File: config.mk
export PLATFORM = sky130hd
export DESIGN_NAME = mem_arbiter_flat
export DESIGN_NICKNAME = d
export VERILOG_FILES = /design/src/rtl/mem_arbiter_pkg.sv /design/src/rtl/mem_arbiter_if.sv /design/src/rtl/arb_watchdog.sv /design/src/rtl/mem_arbiter.sv /design/src/flat_wrapper.sv
export SDC_FILE = /design/constraint.sdc
export NUM_CORES = 1
export LEC_CHECK = 0
export ABC_AREA = 1
export BUFFER_PORTS_ARGS = -buffer_cell sky130_fd_sc_hd__buf_4
export CAP_MARGIN = 20
export CORE_ASPECT_RATIO = 1.25
export CORE_MARGIN = 2
export CORE_UTILIZATION = 35
export CTS_CLUSTER_DIAMETER = 50
export CTS_CLUSTER_SIZE = 16
export DETAILED_ROUTE_END_ITERATION = 7
export HOLD_SLACK_MARGIN = 0.1
export PLACE_DENSITY = 0.63
export SYNTH_ARGS = -nofsm -noshare
export SYNTH_HDL_FRONTEND = slang
export SYNTH_SLANG_ARGS = --single-unit
export TNS_END_PERCENT = 20
File: constraint.sdc
create_clock -name clk -period 5.4 [get_ports clk]
set_input_delay 1.08 -clock clk [delete_from_list [all_inputs] [get_ports clk]]
set_output_delay 1.08 -clock clk [all_outputs]
set_load 0.01 [all_outputs]
File: src/rtl/mem_arbiter_pkg.sv
// mem_arbiter_pkg: shared FSM state encoding and default parameters for mem_arbiter
package mem_arbiter_pkg;
    typedef enum logic [1:0] {
        IDLE = 2'd0,
        DACC = 2'd1,
        IACC = 2'd2
    } state_t;
    localparam int AW_DEF      = 32;
    localparam int DW_DEF      = 32;
    localparam int TIMEOUT_DEF = 15;
endpackage

File: src/rtl/mem_arbiter_if.sv
// mem_arbiter_if: fetch, load/store and shared memory port bundle; slave = arbiter side, master = environment side
interface mem_arbiter_if import mem_arbiter_pkg::*; #(
    parameter int AW = AW_DEF,
    parameter int DW = DW_DEF
);
    logic          i_req;
    logic [AW-1:0] i_addr;
    logic [DW-1:0] i_rdata;
    logic          i_done;
    logic          i_stall;
    logic          d_rd;
    logic          d_wr;
    logic [AW-1:0] d_addr;
    logic [DW-1:0] d_wdata;
    logic [DW-1:0] d_rdata;
    logic          d_done;
    logic          d_stall;
    logic          mem_req;
    logic          mem_we;
    logic [AW-1:0] mem_addr;
    logic [DW-1:0] mem_wdata;
    logic [DW-1:0] mem_rdata;
    logic          mem_ack;
    logic          err;
    modport slave (
        input  i_req, i_addr, d_rd, d_wr, d_addr, d_wdata, mem_rdata, mem_ack,
        output i_rdata, i_done, i_stall, d_rdata, d_done, d_stall,
               mem_req, mem_we, mem_addr, mem_wdata, err
    );
    modport master (
        output i_req, i_addr, d_rd, d_wr, d_addr, d_wdata, mem_rdata, mem_ack,
        input  i_rdata, i_done, i_stall, d_rdata, d_done, d_stall,
               mem_req, mem_we, mem_addr, mem_wdata, err
    );
endinterface

File: src/rtl/arb_watchdog.sv
// arb_watchdog: access timeout counter, built only with MEM_ARB_TIMEOUT_EN; ports clk, reset, clear, enable -> expire
`ifdef MEM_ARB_TIMEOUT_EN
module arb_watchdog import mem_arbiter_pkg::*; #(
    parameter int TIMEOUT = TIMEOUT_DEF
) (
    input  logic clk,
    input  logic reset,
    input  logic clear,
    input  logic enable,
    output logic expire
);
    localparam int CW = $clog2(TIMEOUT + 1);
    logic [CW-1:0] cnt;
    // fires on the TIMEOUT-th waiting cycle so the abort edge ends exactly that many cycles
    assign expire = enable & (cnt == CW'(TIMEOUT - 1));
    always_ff @(posedge clk or posedge reset)
        if (reset) cnt <= '0;
        else cnt <= (clear | expire) ? '0 : enable ? cnt + 1'b1 : cnt;
endmodule
`endif

File: src/rtl/mem_arbiter.sv
// mem_arbiter: arbitrates fetch and load/store requests onto one shared memory port
// Ports: clk, reset (async, active-high), bus (mem_arbiter_if.slave: i_* fetch side, d_* data side,
// mem_* shared memory port, err timeout pulse). Optional macro MEM_ARB_TIMEOUT_EN enables the access timeout.
module mem_arbiter import mem_arbiter_pkg::*; #(
    parameter int AW      = AW_DEF,
    parameter int DW      = DW_DEF,
    parameter int TIMEOUT = TIMEOUT_DEF
) (
    input logic clk,
    input logic reset,
    mem_arbiter_if.slave bus
);
    state_t        state;
    logic          mem_req, mem_we, i_done, d_done, err;
    logic [AW-1:0] mem_addr;
    logic [DW-1:0] mem_wdata, i_rdata, d_rdata;
    logic          d_go, i_go, expire;
    // a requester whose done is high is still showing the request just served, so it is masked;
    // this also hands the fetch the slot right after a data access
    assign d_go = (bus.d_rd | bus.d_wr) & ~d_done;
    assign i_go = bus.i_req & ~i_done;
    assign bus.d_stall   = d_go;
    assign bus.i_stall   = i_go;
    assign bus.mem_req   = mem_req;
    assign bus.mem_we    = mem_we;
    assign bus.mem_addr  = mem_addr;
    assign bus.mem_wdata = mem_wdata;
    assign bus.i_rdata   = i_rdata;
    assign bus.d_rdata   = d_rdata;
    assign bus.i_done    = i_done;
    assign bus.d_done    = d_done;
    assign bus.err       = err;
    if (TIMEOUT < 1) begin : g_bad_timeout
        $error("TIMEOUT must be at least 1");
    end
`ifdef MEM_ARB_TIMEOUT_EN
    arb_watchdog #(.TIMEOUT(TIMEOUT)) u_watchdog (
        .clk    (clk),
        .reset  (reset),
        .clear  (state == IDLE),
        .enable (state != IDLE && !bus.mem_ack),
        .expire (expire)
    );
`else
    assign expire = 1'b0;
`endif
    always_ff @(posedge clk or posedge reset) begin
        if (reset) begin
            state     <= IDLE;
            mem_req   <= 1'b0;
            mem_we    <= 1'b0;
            mem_addr  <= '0;
            mem_wdata <= '0;
            i_rdata   <= '0;
            d_rdata   <= '0;
            i_done    <= 1'b0;
            d_done    <= 1'b0;
            err       <= 1'b0;
        end else begin
            i_done <= 1'b0;
            d_done <= 1'b0;
            err    <= 1'b0;
            if (state == IDLE) begin
                if (d_go | i_go) begin
                    state    <= d_go ? DACC : IACC;
                    mem_req  <= 1'b1;
                    mem_we   <= d_go & bus.d_wr;
                    mem_addr <= d_go ? bus.d_addr : bus.i_addr;
                    if (d_go) mem_wdata <= bus.d_wdata;
                end
            end else if (bus.mem_ack | expire) begin
                state   <= IDLE;
                mem_req <= 1'b0;
                mem_we  <= 1'b0;
                err     <= expire;
                if (state == DACC) begin
                    d_done <= 1'b1;
                    if (!mem_we) d_rdata <= expire ? '0 : bus.mem_rdata;
                end else begin
                    i_done  <= 1'b1;
                    i_rdata <= expire ? '0 : bus.mem_rdata;
                end
            end
        end
    end
endmodule

File: src/flat_wrapper.sv
// flat-port wrapper written by rule: the top's interface ports become plain ports
module mem_arbiter_flat import mem_arbiter_pkg::*;
#(
    parameter int AW      = AW_DEF,
    parameter int DW      = DW_DEF,
    parameter int TIMEOUT = TIMEOUT_DEF
)
  (clk, reset, bus_i_req, bus_i_addr, bus_d_rd, bus_d_wr, bus_d_addr, bus_d_wdata, bus_mem_rdata, bus_mem_ack, bus_i_rdata, bus_i_done, bus_i_stall, bus_d_rdata, bus_d_done, bus_d_stall, bus_mem_req, bus_mem_we, bus_mem_addr, bus_mem_wdata, bus_err);
  mem_arbiter_if #(.AW(AW), .DW(DW)) bus_i ();
  input logic clk;
  input logic reset;
  input wire logic [$bits(bus_i.i_req)-1:0] bus_i_req;
  input wire logic [$bits(bus_i.i_addr)-1:0] bus_i_addr;
  input wire logic [$bits(bus_i.d_rd)-1:0] bus_d_rd;
  input wire logic [$bits(bus_i.d_wr)-1:0] bus_d_wr;
  input wire logic [$bits(bus_i.d_addr)-1:0] bus_d_addr;
  input wire logic [$bits(bus_i.d_wdata)-1:0] bus_d_wdata;
  input wire logic [$bits(bus_i.mem_rdata)-1:0] bus_mem_rdata;
  input wire logic [$bits(bus_i.mem_ack)-1:0] bus_mem_ack;
  output wire logic [$bits(bus_i.i_rdata)-1:0] bus_i_rdata;
  output wire logic [$bits(bus_i.i_done)-1:0] bus_i_done;
  output wire logic [$bits(bus_i.i_stall)-1:0] bus_i_stall;
  output wire logic [$bits(bus_i.d_rdata)-1:0] bus_d_rdata;
  output wire logic [$bits(bus_i.d_done)-1:0] bus_d_done;
  output wire logic [$bits(bus_i.d_stall)-1:0] bus_d_stall;
  output wire logic [$bits(bus_i.mem_req)-1:0] bus_mem_req;
  output wire logic [$bits(bus_i.mem_we)-1:0] bus_mem_we;
  output wire logic [$bits(bus_i.mem_addr)-1:0] bus_mem_addr;
  output wire logic [$bits(bus_i.mem_wdata)-1:0] bus_mem_wdata;
  output wire logic [$bits(bus_i.err)-1:0] bus_err;
  assign bus_i.i_req = bus_i_req;
  assign bus_i.i_addr = bus_i_addr;
  assign bus_i.d_rd = bus_d_rd;
  assign bus_i.d_wr = bus_d_wr;
  assign bus_i.d_addr = bus_d_addr;
  assign bus_i.d_wdata = bus_d_wdata;
  assign bus_i.mem_rdata = bus_mem_rdata;
  assign bus_i.mem_ack = bus_mem_ack;
  assign bus_i_rdata = bus_i.i_rdata;
  assign bus_i_done = bus_i.i_done;
  assign bus_i_stall = bus_i.i_stall;
  assign bus_d_rdata = bus_i.d_rdata;
  assign bus_d_done = bus_i.d_done;
  assign bus_d_stall = bus_i.d_stall;
  assign bus_mem_req = bus_i.mem_req;
  assign bus_mem_we = bus_i.mem_we;
  assign bus_mem_addr = bus_i.mem_addr;
  assign bus_mem_wdata = bus_i.mem_wdata;
  assign bus_err = bus_i.err;
  mem_arbiter #(.AW(AW), .DW(DW), .TIMEOUT(TIMEOUT)) u_core (.clk(clk), .reset(reset), .bus(bus_i));
endmodule
==> results.sh <==
export IMPL_row_count=51
export IMPL_drc=0
export IMPL_grt_pass1_wl_mm=25.8
export IMPL_slowest_delay_ns=0.81
export IMPL_async_reset_ff_share_pct=100
export IMPL_cp_slowest_cell="nand2_2"
export IMPL_clk_path_buf_depth=2
export IMPL_power_density_mw_per_mm2=609
export IMPL_min_path_type="reg -> reg"
export IMPL_cts_sinks=134
export IMPL_drv_slew=0
export IMPL_p_sw_share_pct=37.0
export IMPL_cap_violations=0
export IMPL_p_comb_share_pct=41.6
export IMPL_clock_latency_ns=0.41
export IMPL_max_slew_margin_rel_pct=38.4
export IMPL_skew_ns=0.00740
export IMPL_grt_start_max_net_pins=101
export IMPL_rr_worst_depth=5
export IMPL_synth_top_cells_by_count="nand2_1, dfrtp_1, nand3_1, o21ai_0, inv_1"
export IMPL_worst_slack_ns=2.22
export IMPL_synthTopCellsByArea="dfrtp_1, nand2_1, nand3_1, o21ai_0, inv_1"
export IMPL_worstPathCellList="buf_4 > inv_1 > nand2_2 > nand3_4 > nand2_2 > nand2_1 > nand2_1"
export IMPL_wl_per_cell_um=14.1
export IMPL_die_x_um=117
export IMPL_ys_seq_elements=134
export IMPL_p_int_mw=3.19
export IMPL_dpl_hpwl_mm=10.8
export IMPL_fp_coreArea_mm2=0.0156
export IMPL_num_antenna_cells=0
export IMPL_synth_area_mm2=0.00556
export IMPL_synth_edff_count=0
export IMPL_synth_cell_types=18
export IMPL_cp_arrival_ns=3.52
export IMPL_dieArea_mm2=0.0169
export IMPL_crit_buf_inv=2
export IMPL_seqPwrFrac_pct=34.7
export IMPL_fin_crit_ns=3.18
export IMPL_cts_buffers_inserted=17
export IMPL_holdWs_ns=0.482
export IMPL_place_ws_ns=1.74
export IMPL_avgSynthCellArea_um2=8.52
export IMPL_hold_depth=2
export IMPL_start_util_pct=35.7
export IMPL_synth_warnings=0
export IMPL_first_pass_iters=5
export IMPL_outcome="complete, no violations"
export IMPL_setup_viol=0
export IMPL_endpoint_kind="flop"
export IMPL_r2r_slack_ns=2.73
export IMPL_startpoint_type="input pin"
export IMPL_worst_setup_path_type="in -> reg"
export IMPL_p_leak_nw=4.65
export IMPL_cp_max_fo=70
export IMPL_ir_worst_vdd_mv=0.256
export IMPL_clkPwrFrac_pct=23.7
export IMPL_io_pins=269
export IMPL_htree_levels=4
export IMPL_area_delta_synth_final_pct=49.4
export IMPL_min_from="u_core.bus.mem_wdata[14]"
export IMPL_cts_resized=0
export IMPL_die_h_um=145
export IMPL_power_switching_mw=1.87
export IMPL_period_share_pct=58.8
export IMPL_fmax_mhz=315
export IMPL_synth_seq_area_share_pct=60.3
export IMPL_r2r_start="u_core.bus.d_done"
export IMPL_utilization_pct=53.3
export IMPL_syn_nets=787
export IMPL_yosysTopAreaCellShare_pct=60.3
export IMPL_grt_ovfl_total=0
export IMPL_cts_setup_buffers=0
export IMPL_fin_nets=1038
export IMPL_grtUsageTotal_pct=19.3
export IMPL_fin_cells=1129
export IMPL_vias=5106
export IMPL_holdBufCountCts=0
export IMPL_dpl_cell_count=1096
export IMPL_cts_root_buffer_cell="clkbuf_16"
export IMPL_finalSetupTns_ns=0
export IMPL_drive_above_1_share_pct=33.9
export IMPL_worst_pin_slew_ns=0.924
export IMPL_routed_wl_mm=15.9
export IMPL_cts_tree="yes"
export IMPL_vias_per_cell=4.52
export IMPL_ys_flop_type="dfrtp_1"
export IMPL_antenna_left=0
export IMPL_synthCells=653
export IMPL_hold_path_end="u_core.bus.mem_wdata[14]"
export IMPL_place_congestion=0.766
export IMPL_hold_violations=0
export IMPL_portBuffers=267
export IMPL_yosys_area_top_type="dfrtp_1"
export IMPL_rsz0062_at_grt="false"
export IMPL_clk_pin_slew_worst_paths_ns=0.05
export IMPL_grt_pass1_vias=5076
export IMPL_antenna_found_initial=0
export IMPL_crit_family="simple AND/OR/NAND/NOR gates"
export IMPL_cp_required_ns=5.74
export IMPL_reg2reg_to="u_core.bus.mem_addr[17]"
export IMPL_yosysMostFrequentCell="nand2_1"
export IMPL_drt_iter0_markers=246
## power groups by stage
stage / logic [mW] / clock network (mW) / registers, mW
final: 2.11 / 1.20 / 1.75
after global routing: 2.38 / 1.28 / 1.82
after CTS: 2.14 / 1.23 / 1.76
after detailed placement: 2.15 / 0 / 1.76
after global placement: 2.11 / 0 / 1.76
after floorplan: 0.917 / 0 / 1.95
## area by class of cell
type                    instances  area [um^2]
well taps                     212          265
clock buffers                  22          474
repair buffers                271         2050
fillers                      1506         7260
clock inverters                10          146
inverters                      43          166
multi-input cells             437         1850
flip-flops and latches        134         3350
## layer usage
metal,track usage (%),up-vias,wire [um]
met5,0,-,0
li1,-,2548,-
met1,23.6,2332,6670
met2,31.0,205,7540
met4,6.65,0,297
met3,7.48,21,1400
## worst max-delay path by stage
stage                   from  cells past startpoint                      end  slack (ns)
detailed placement  bus_d_wr                      7  u_core.bus.mem_addr[19]        1.74
floorplan              reset                      1        u_core.bus.d_done        0.74
CTS                 bus_d_wr                      7  u_core.bus.mem_addr[19]        2.19
global route        bus_d_wr                      7  u_core.bus.mem_addr[19]        1.90
finish              bus_d_wr                      7  u_core.bus.mem_addr[17]        2.22
global placement    bus_d_wr                      7  u_core.bus.mem_addr[17]        1.79
## registers in the layout (all words and copies together), names as in the netlist
name and count:
u_core.bus.d_rdata 32, u_core.bus.i_rdata 32, u_core.bus.mem_addr 32, u_core.bus.mem_wdata 32, u_core.state 2, u_core.bus.d_done 1, u_core.bus.i_done 1, u_core.bus.mem_req 1
u_core.bus.mem_we 1
## cell families after synthesis
kind of cell | count (synthesis) | share of synthesized area (%)
and+or+nand+nor | 370 | 27.3
other | 1 | 0.0674
DFF | 134 | 60.3
buffers and inverters | 82 | 6.41
AOI/OAI and AO/OA | 66 | 5.94
## worst register-to-register path, stage by stage (launching register included)
cell	delay, ns
dfrtp_1	0.39
inv_2	0.45
nand3_4	0.71
nand2_2	0.84
nand2_1	0.14
nand2_1	0.08
## placed cells by master, fill, tap and decap left out
cell | netlist | final
clkbuf_16 | 0 | 17
o21ai_0 | 66 | 66
clkbuf_8 | 0 | 3
nand2_1 | 294 | 293
nand4_2 | 1 | 1
dfrtp_1 | 134 | 134
conb_1 | 1 | 1
clkinv_4 | 0 | 3
nand2_2 | 3 | 4
nand3_4 | 1 | 1
inv_1 | 41 | 40
clkbuf_1 | 10 | 2
buf_12 | 0 | 1
inv_6 | 0 | 1
nor2_1 | 1 | 1
nor2_4 | 1 | 1
nand3_1 | 66 | 66
and3_1 | 1 | 1
buf_4 | 7 | 270
bufinv_16 | 0 | 3
nand4_1 | 2 | 2
inv_2 | 2 | 2
clkinvlp_4 | 0 | 4
## through the flow
step	instance area [um^2]	total power, mW
after floorplan	5560	2.87
after global placement	7660	3.87
after detailed placement	7660	3.90
after CTS	8290	5.13
after global routing	8310	5.48
final	8310	5.06
Power figures use the tool's default switching activity.
